===== src/rtl/mux4_rr_arbiter_if.sv =====
// Request/grant bundle between four requesters and the round-robin mux arbiter.
// The master side drives requests and data; the slave side returns grant, select and output.
interface mux4_rr_arbiter_if #(
    parameter int DW = 8
);
    logic [3:0]      req;
    logic [4*DW-1:0] in_bus;
    logic [3:0]      gnt;
    logic [1:0]      sel;
    logic            y_valid;
    logic [DW-1:0]   y;

    modport master (
        output req,
        output in_bus,
        input  gnt,
        input  sel,
        input  y_valid,
        input  y
    );

    modport slave (
        input  req,
        input  in_bus,
        output gnt,
        output sel,
        output y_valid,
        output y
    );
endinterface


===== src/rtl/mux4_rr_arbiter.sv =====
// Round-robin arbiter owning the select of a shared 4:1 data mux.
// Optional macro ARB_TIMEOUT_EN bounds a contended grant to HOLD_MAX cycles.
module mux4_rr_arbiter #(
    parameter int DW       = 8,
    parameter int HOLD_MAX = 8
) (
    input  logic              clk,
    input  logic              rst,
    mux4_rr_arbiter_if.slave  bus
);

    if (HOLD_MAX < 2) begin : g_hold_chk
        $error("HOLD_MAX must be at least 2");
    end

    typedef enum logic {IDLE, GRANT} state_t;

    state_t      state, state_n;
    logic [3:0]  gnt_r, gnt_n;
    logic [1:0]  sel_r, sel_n;
    logic [1:0]  ptr, ptr_n;
    logic [3:0]  others;
    logic [DW-1:0] words [4];

`ifdef ARB_TIMEOUT_EN
    localparam int HW = $clog2(HOLD_MAX + 1);
    localparam logic [HW-1:0] HOLD_LAST = HW'(HOLD_MAX - 1);
    logic [HW-1:0] hold_cnt, hold_n;
`endif

    // First set bit of r walking start, start+1, ... with 2-bit wraparound.
    function automatic logic [1:0] pick(input logic [3:0] r, input logic [1:0] start);
        logic [1:0] idx;
        pick = start;
        for (int i = 3; i >= 0; i--) begin
            idx = start + 2'(i);
            if (r[idx]) pick = idx;
        end
    endfunction

    always_comb begin
        state_n = state;
        gnt_n   = gnt_r;
        sel_n   = sel_r;
        ptr_n   = ptr;
        others  = bus.req & ~(4'b0001 << sel_r);
`ifdef ARB_TIMEOUT_EN
        hold_n  = hold_cnt;
`endif
        case (state)
            IDLE: begin
                if (|bus.req) begin
                    sel_n   = pick(bus.req, ptr);
                    gnt_n   = 4'b0001 << sel_n;
                    state_n = GRANT;
`ifdef ARB_TIMEOUT_EN
                    hold_n  = '0;
`endif
                end
            end
            GRANT: begin
                if (!bus.req[sel_r]) begin
                    ptr_n = sel_r + 2'd1;
`ifdef ARB_TIMEOUT_EN
                    hold_n = '0;
`endif
                    if (|bus.req) begin
                        sel_n = pick(bus.req, sel_r + 2'd1);
                        gnt_n = 4'b0001 << sel_n;
                    end else begin
                        gnt_n   = 4'b0000;
                        state_n = IDLE;
                    end
                end
`ifdef ARB_TIMEOUT_EN
                // Owner still requesting: at the cycle limit yield to any waiter.
                else if (hold_cnt == HOLD_LAST) begin
                    hold_n = '0;
                    if (|others) begin
                        sel_n = pick(others, sel_r + 2'd1);
                        gnt_n = 4'b0001 << sel_n;
                        ptr_n = sel_r + 2'd1;
                    end
                end else begin
                    hold_n = hold_cnt + 1'b1;
                end
`endif
            end
            default: begin
                state_n = IDLE;
                gnt_n   = 4'b0000;
            end
        endcase
    end

    always_ff @(posedge clk or posedge rst) begin
        if (rst) begin
            state <= IDLE;
            gnt_r <= 4'b0000;
            sel_r <= 2'd0;
            ptr   <= 2'd0;
`ifdef ARB_TIMEOUT_EN
            hold_cnt <= '0;
`endif
        end else begin
            state <= state_n;
            gnt_r <= gnt_n;
            sel_r <= sel_n;
            ptr   <= ptr_n;
`ifdef ARB_TIMEOUT_EN
            hold_cnt <= hold_n;
`endif
        end
    end

    always_comb begin
        for (int k = 0; k < 4; k++) begin
            words[k] = bus.in_bus[k*DW +: DW];
        end
    end

    assign bus.gnt     = gnt_r;
    assign bus.sel     = sel_r;
    assign bus.y_valid = |gnt_r;
    assign bus.y       = bus.y_valid ? words[sel_r] : '0;

endmodule


===== src/flat_wrapper.sv =====
// flat-port wrapper written by rule: the top's interface ports become plain ports
module mux4_rr_arbiter_flat 
#(
    parameter int DW       = 8,
    parameter int HOLD_MAX = 8
)
  (clk, rst, bus_req, bus_in_bus, bus_gnt, bus_sel, bus_y_valid, bus_y);
  mux4_rr_arbiter_if #(.DW(DW)) bus_i ();
  input  logic clk;
  input  logic rst;
  input wire logic [$bits(bus_i.req)-1:0] bus_req;
  input wire logic [$bits(bus_i.in_bus)-1:0] bus_in_bus;
  output wire logic [$bits(bus_i.gnt)-1:0] bus_gnt;
  output wire logic [$bits(bus_i.sel)-1:0] bus_sel;
  output wire logic [$bits(bus_i.y_valid)-1:0] bus_y_valid;
  output wire logic [$bits(bus_i.y)-1:0] bus_y;
  assign bus_i.req = bus_req;
  assign bus_i.in_bus = bus_in_bus;
  assign bus_gnt = bus_i.gnt;
  assign bus_sel = bus_i.sel;
  assign bus_y_valid = bus_i.y_valid;
  assign bus_y = bus_i.y;
  mux4_rr_arbiter #(.DW(DW), .HOLD_MAX(HOLD_MAX)) u_core (.clk(clk), .rst(rst), .bus(bus_i));
endmodule

===== config.mk =====
export PLATFORM = sky130hd
export DESIGN_NAME = mux4_rr_arbiter_flat
export DESIGN_NICKNAME = d
export VERILOG_FILES = /design/src/rtl/mux4_rr_arbiter_if.sv /design/src/rtl/mux4_rr_arbiter.sv /design/src/flat_wrapper.sv
export SDC_FILE = /design/constraint.sdc
export NUM_CORES = 1
export LEC_CHECK = 0
export BUFFER_PORTS_ARGS = -buffer_cell sky130_fd_sc_hd__buf_4
export CORE_MARGIN = 4
export CORE_UTILIZATION = 49
export CTS_BUF_LIST = sky130_fd_sc_hd__clkbuf_4
export DETAILED_ROUTE_END_ITERATION = 16
export PLACE_DENSITY = 0.89
export SYNTH_ARGS = -nofsm -noshare
export SYNTH_HDL_FRONTEND = slang
export SYNTH_SLANG_ARGS = --single-unit
export TNS_END_PERCENT = 5

===== constraint.sdc =====
create_clock -name clk -period 5.1 [get_ports clk]
set_input_delay 1.02 -clock clk [delete_from_list [all_inputs] [get_ports clk]]
set_output_delay 1.02 -clock clk [all_outputs]
set_load 0.02 [all_outputs]

* Word-level counts from Yosys, hierarchy flattened *
Cells that the tools add are included.
Widths: inputs -> output; s select.

word-level totals
  latch bits = 0
  ROM bits = 0
  register bits after elaboration = 9
  memories kept = 0
  RAM bits = 0

operators by class
  shifts and indexed selects = 2
  reductions and logical operators = 5
  add/sub/neg operators = 7
  div/mod/pow operators = 0
  multipliers = 0
  equality and inequality tests = 3
  bitwise gates (word level) = 3
  order comparisons = 10
  mux-type cells = 46

operators with widths
  operator             count
  $mux 2               16
  $lt 2x3->1 const B   9
  $mux 8               3
  $bmux 1 s2           9
  $bmux 8 s2           1
  $mux 4               3
  $mux 1               11
  $add 2x2->2 const B  4
  $pmux 4 s2           1
  $reduce_or 4->1      2
  $shl 1x2->4 const A  2
  $add 2x1->2 const B  3
  $ne 2x2->1 const B   2
  $pmux 2 s2           1
  $reduce_and 2->1     2
  $ge 3x3->1 const B   1
  $not 2->3            1
  $reduce_and 3->1     1
  $ne 2x1->1 const B   1
  $not 1->1            2
  $pmux 1 s2           1

* Logic depth before layout (Yosys ltp) *
  word-level depth = 15
  depth in mapped cells = 7

* Worst setup path after synthesis *
OpenSTA, ideal clock, no wires.

  path type = input to output
  start = in bus_in_bus[24]
  end = out bus_y[0]
  path buffers = 0
  setup slack = 2429 ps
  cell stages on the path = 2
  data arrival time = 1651 ps
  cell sequence = mux4_2 nor2b_1

between the ends
  cells in the longest elaborated chain, start to end = 4

ends and longest elaborated chain
  item                                       line                    RTL
  start: declaration                         flat_wrapper.sv:12      input wire logic [$bits(bus_i.in_bus)-1:0] bus_in_bus;
  $bmux 8 s2                                 mux4_rr_arbiter.sv:125  assign bus.y = bus.y_valid ? words[sel_r] : '0;
  $mux 8 (implied by the code) (2 in a row)  mux4_rr_arbiter.sv:125
  $mux 8                                     mux4_rr_arbiter.sv:125
  end: declaration                           flat_wrapper.sv:16      output wire logic [$bits(bus_i.y)-1:0] bus_y;

Every way passes these cells. The select of a mux whose other input is x is not followed.

* Worst setup path after layout *
  start = reg u_core.sel_r[0] (netlist: u_core.bus.sel[0])
  end = out bus_y[6]

between the ends
  cells in the longest elaborated chain, start to end = 5

ends and longest elaborated chain
  item                                       line                    RTL
  start: declaration                         mux4_rr_arbiter.sv:20   logic [1:0] sel_r, sel_n;
  start signal: assignment                   mux4_rr_arbiter.sv:108  sel_r <= sel_n;
  $not 2->3 (implied by the code)            mux4_rr_arbiter.sv:125
  $bmux 8 s2                                 mux4_rr_arbiter.sv:125
  $mux 8 (implied by the code) (2 in a row)  mux4_rr_arbiter.sv:125
  $mux 8                                     mux4_rr_arbiter.sv:125

Every way passes these cells. The select of a mux whose other input is x is not followed.

==> key figures <==
Run status
  – Status: complete, no violations

Global route
  – Largest net degree at the start of global routing: 17
  – Number of global-route vias before repair: 1013
  – Initial antenna violation count: 0
  – First-pass GRT wire length: 4.63 mm
  – Grt ovf: 0
  – GRT Util Overall: 23.1%

Timing
  – Post-route minimum period: 3.03 ns
  – Total negative slack: 0 ns
  – Peak Freq: 0.330 GHz
  – Hold Violations, Final: 0
  – Fin crit share: 59.5%
  – Final setup viols: 0
  – Headroom to the max-slew limit: 50.1%
  – Slew @ Worst Pin: 0.748 ns
  – Max-slew violation count: 0
  – Fin Clk Skew: 0.00104 ns
  – RSZ-0062 raised after global routing: no

Worst setup path
  – Worst R2R Setup Slack: 3.06 ns
  – Slowest-stage cell, CP: dfrtp_1
  – CP delay by family, top: flip-flops
  – Arr. time, crit path: 2.01 ns
  – Buf/Inv on CP: 1
  – CP required: 4.08 ns
  – CP startpoint kind: flop
  – CP Max Fanout: 16
  – RR Endpoint: u_core.bus.gnt[2]
  – RR Startpoint: u_core.bus.sel[0]
  – Crit Path Class: reg2out
  – Cell Chain, Critical Path: mux4_2 > nor2b_1 > buf_4
  – CP endpoint kind: primary output
  – Slowest stage delay, CP: 0.83 ns
  – Worst reg2reg path depth: 5

Logic synthesis
  – Synth top area share: 23.6%
  – Post-Syn Instances: 100
  – Largest cells by area after synthesis: dfrtp_1 24%, mux4_2 21%, nor2b_1 7.2%
  – Synth area leader: dfrtp_1
  – Seq cells post-synth: 9
  – Syn Area/Cell: 9.56 µm²
  – Synth cell types: 35
  – Sequential cell area fraction in the yosys report: 23.6%
  – Warnings, synthesis: 0
  – Mapped Area: 956 µm²
  – Syn_nets: 138

Hold path
  – Worst hold path class: reg2reg
  – Worst hold endpoint: u_core.ptr[0]
  – Hold path start: u_core.ptr[0]
  – Hold Crit Depth: 2

Detailed routing
  – Drt first pass iters: 4
  – Antenna-violating nets left: 0
  – Number of DRC markers in iteration 0: 17
  – Routed WL per cell: 17.3 µm
  – Vias per std cell: 5.87
  – Via Count: 1027
  – Drt total wl: 3.02 mm
  – DRC errors left: 0

Final layout
  – Multi-input logic area: 646 µm²
  – # fillers: 136
  – Area delta synth->final: 42.1%
  – Total Nets Final: 189
  – N_diodes: 0
  – Final Util: 76.2%
  – Sequential cell area: 225 µm²
  – Share of cells above drive strength 1: 49.3%

Die
  – Die width: 52.2 µm
  – I/O pin count: 53
  – Starting density of the core: 53.6%
  – Full die area: 2720 µm²
  – Total core area: 1780 µm²
  – Die height: 52.2 µm
  – Num rows: 15

Clock tree
  – CTS Sinks: 9
  – Clk Latency, worst-skew pair: 0.27 ns
  – CTS tree: yes
  – Clk slew on worst S/H paths: 0.07 ns
  – # H-tree levels: 1
  – CTS root buffer: clkbuf_4
  – Clock buffer depth: 2
  – CTS Hold Buffers Added: 0
  – Post-CTS Setup Bufs: 0
  – Post-CTS sizing: 0
  – Total CTS buffers: 3

Placed design
  – DP HPWL: 2.49 mm
  – IO Port Bufs: 52
  – RePlAce Congestion: 0.816

Pwr
  – PD cells: 564 nW/µm²
  – Internal: 406 µW
  – Comb pwr share: 69.0%
  – Switching Share: 47.0%
  – Sequential share of power: 23.5%
  – Net Switching: 360 µW
  – Tot Pwr: 766 µW
  – P_leak: 0.610 nW
  – Peak VDD IR: 0.314 mV
  – Clock network fraction of total power: 7.4%

Job
  – Max-cap viol count: 0
per-stage QoR:
stage | cells | hold WS (ns) | worst slack, ns | cell area [µm²]
2_1_floorplan | 100 | 0.476 | 2.43 | 956
3_3_place_gp | 171 | 0.516 | 2.21 | 1330
3_5_place_dp | 171 | 0.558 | 2.17 | 1330
4_1_cts | 175 | 0.574 | 2.04 | 1360
5_1_grt | 175 | 0.617 | 1.93 | 1360
6_report | 175 | 0.564 | 2.07 | 1360
per-layer routing:
layer  GRT usage (%)  vias to the layer above  wire (µm)
met4            8.09                        0         51
met5               0                        -          0
met3            6.27                        6        358
li1                -                      474          -
met2            40.0                       63       1480
met1            27.3                      484       1130
flip-flops by register name, indices dropped and copies added (netlist names):
register	cells
u_core.bus.gnt	4
u_core.bus.sel	2
u_core.ptr	2
u_core.state	1
area by class of cell:
| class | count | share of cell area [%] |
|---|---|---|
| Inverter | 8 | 2.30 |
| Multi-Input combinational cell | 76 | 47.5 |
| Clock inverter | 1 | 0.368 |
| Tap cell | 25 | 2.30 |
| Sequential cell | 9 | 16.6 |
| Timing Repair Buffer | 53 | 29.3 |
| Clock buffer | 3 | 1.66 |
worst reg2reg max path, stage by stage, from the launching register on:
cell and delay (ns):
dfrtp_1 0.83, nand2b_1 0.21, o21ai_1 0.08, a221oi_2 0.46, a32oi_1 0.19, a21oi_1 0.19
kinds of logic after synthesis:
| family | Yosys count | share of synthesized area [%] |
|---|---|---|
| AOI/OAI and AO/OA | 28 | 21.7 |
| xor gates and xnor gates | 1 | 0.916 |
| buffers and inverters | 15 | 8.90 |
| DFF | 9 | 23.6 |
| muxes | 9 | 21.2 |
| and+or+nand+nor | 38 | 23.7 |
placed cells by master, fill, tap and decap left out, types with 2 or more instances in the layout:
master    netlist  final
a21oi_2         2      2
o22ai_1         2      2
nor2b_1        11     11
a21oi_1         3      3
a221oi_2        2      2
mux4_2          9      9
nor2_1          9      9
clkinv_2        1      2
clkbuf_4        0      3
a31oi_1         4      4
o21ai_1         4      4
buf_4           0     53
o21ai_0         3      3
inv_1           7      7
nand2b_1        4      4
nand2_1         4      4
nand3b_1        2      2
dfrtp_1         9      9
worst max-delay path by stage:
| stage | endpoint | from | slack (ns) | cells past startpoint |
|---|---|---|---|---|
| 4_1_cts | bus_y[6] | u_core.bus.sel[0] | 2.04 | 3 |
| 3_3_place_gp | bus_y[0] | bus_in_bus[24] | 2.21 | 4 |
| 2_1_floorplan | bus_y[0] | bus_in_bus[24] | 2.43 | 2 |
| 3_5_place_dp | bus_y[6] | bus_in_bus[30] | 2.17 | 4 |
| 6_report | bus_y[6] | u_core.bus.sel[0] | 2.07 | 3 |
| 5_1_grt | bus_y[6] | u_core.bus.sel[0] | 1.93 | 3 |
synth_stat cells:
library cell / n
nor2b_1: 11
dfrtp_1: 9
mux4_2: 9
nor2_1: 9
inv_1: 7
a31oi_1: 4
buf_2: 4
nand2_1: 4
nand2b_1: 4
o21ai_1: 4
a21oi_1: 3
buf_6: 3
o21ai_0: 3
a21oi_2: 2
a221oi_2: 2
nand3b_1: 2
o22ai_1: 2
a211oi_1: 1
a21o_1: 1
a21oi_4: 1
a22o_1: 1
a22oi_1: 1
a32oi_1: 1
and2_1: 1
and4b_1: 1
clkinv_2: 1
nand2b_4: 1
nor3_1: 1
nor4_1: 1
nor4_2: 1
o22a_1: 1
o31ai_1: 1
or2_1: 1
or3b_1: 1
xnor2_1: 1
power groups by stage:
stage	registers, mW	clock network [mW]	logic (mW)
6_report	0.180	0.0569	0.529
5_1_grt	0.191	0.0638	0.565
4_1_cts	0.180	0.0584	0.532
3_5_place_dp	0.182	0	0.531
3_3_place_gp	0.178	0	0.509
2_1_floorplan	0.159	0	0.372
No activity file was read; power rests on OpenSTA's default activity.
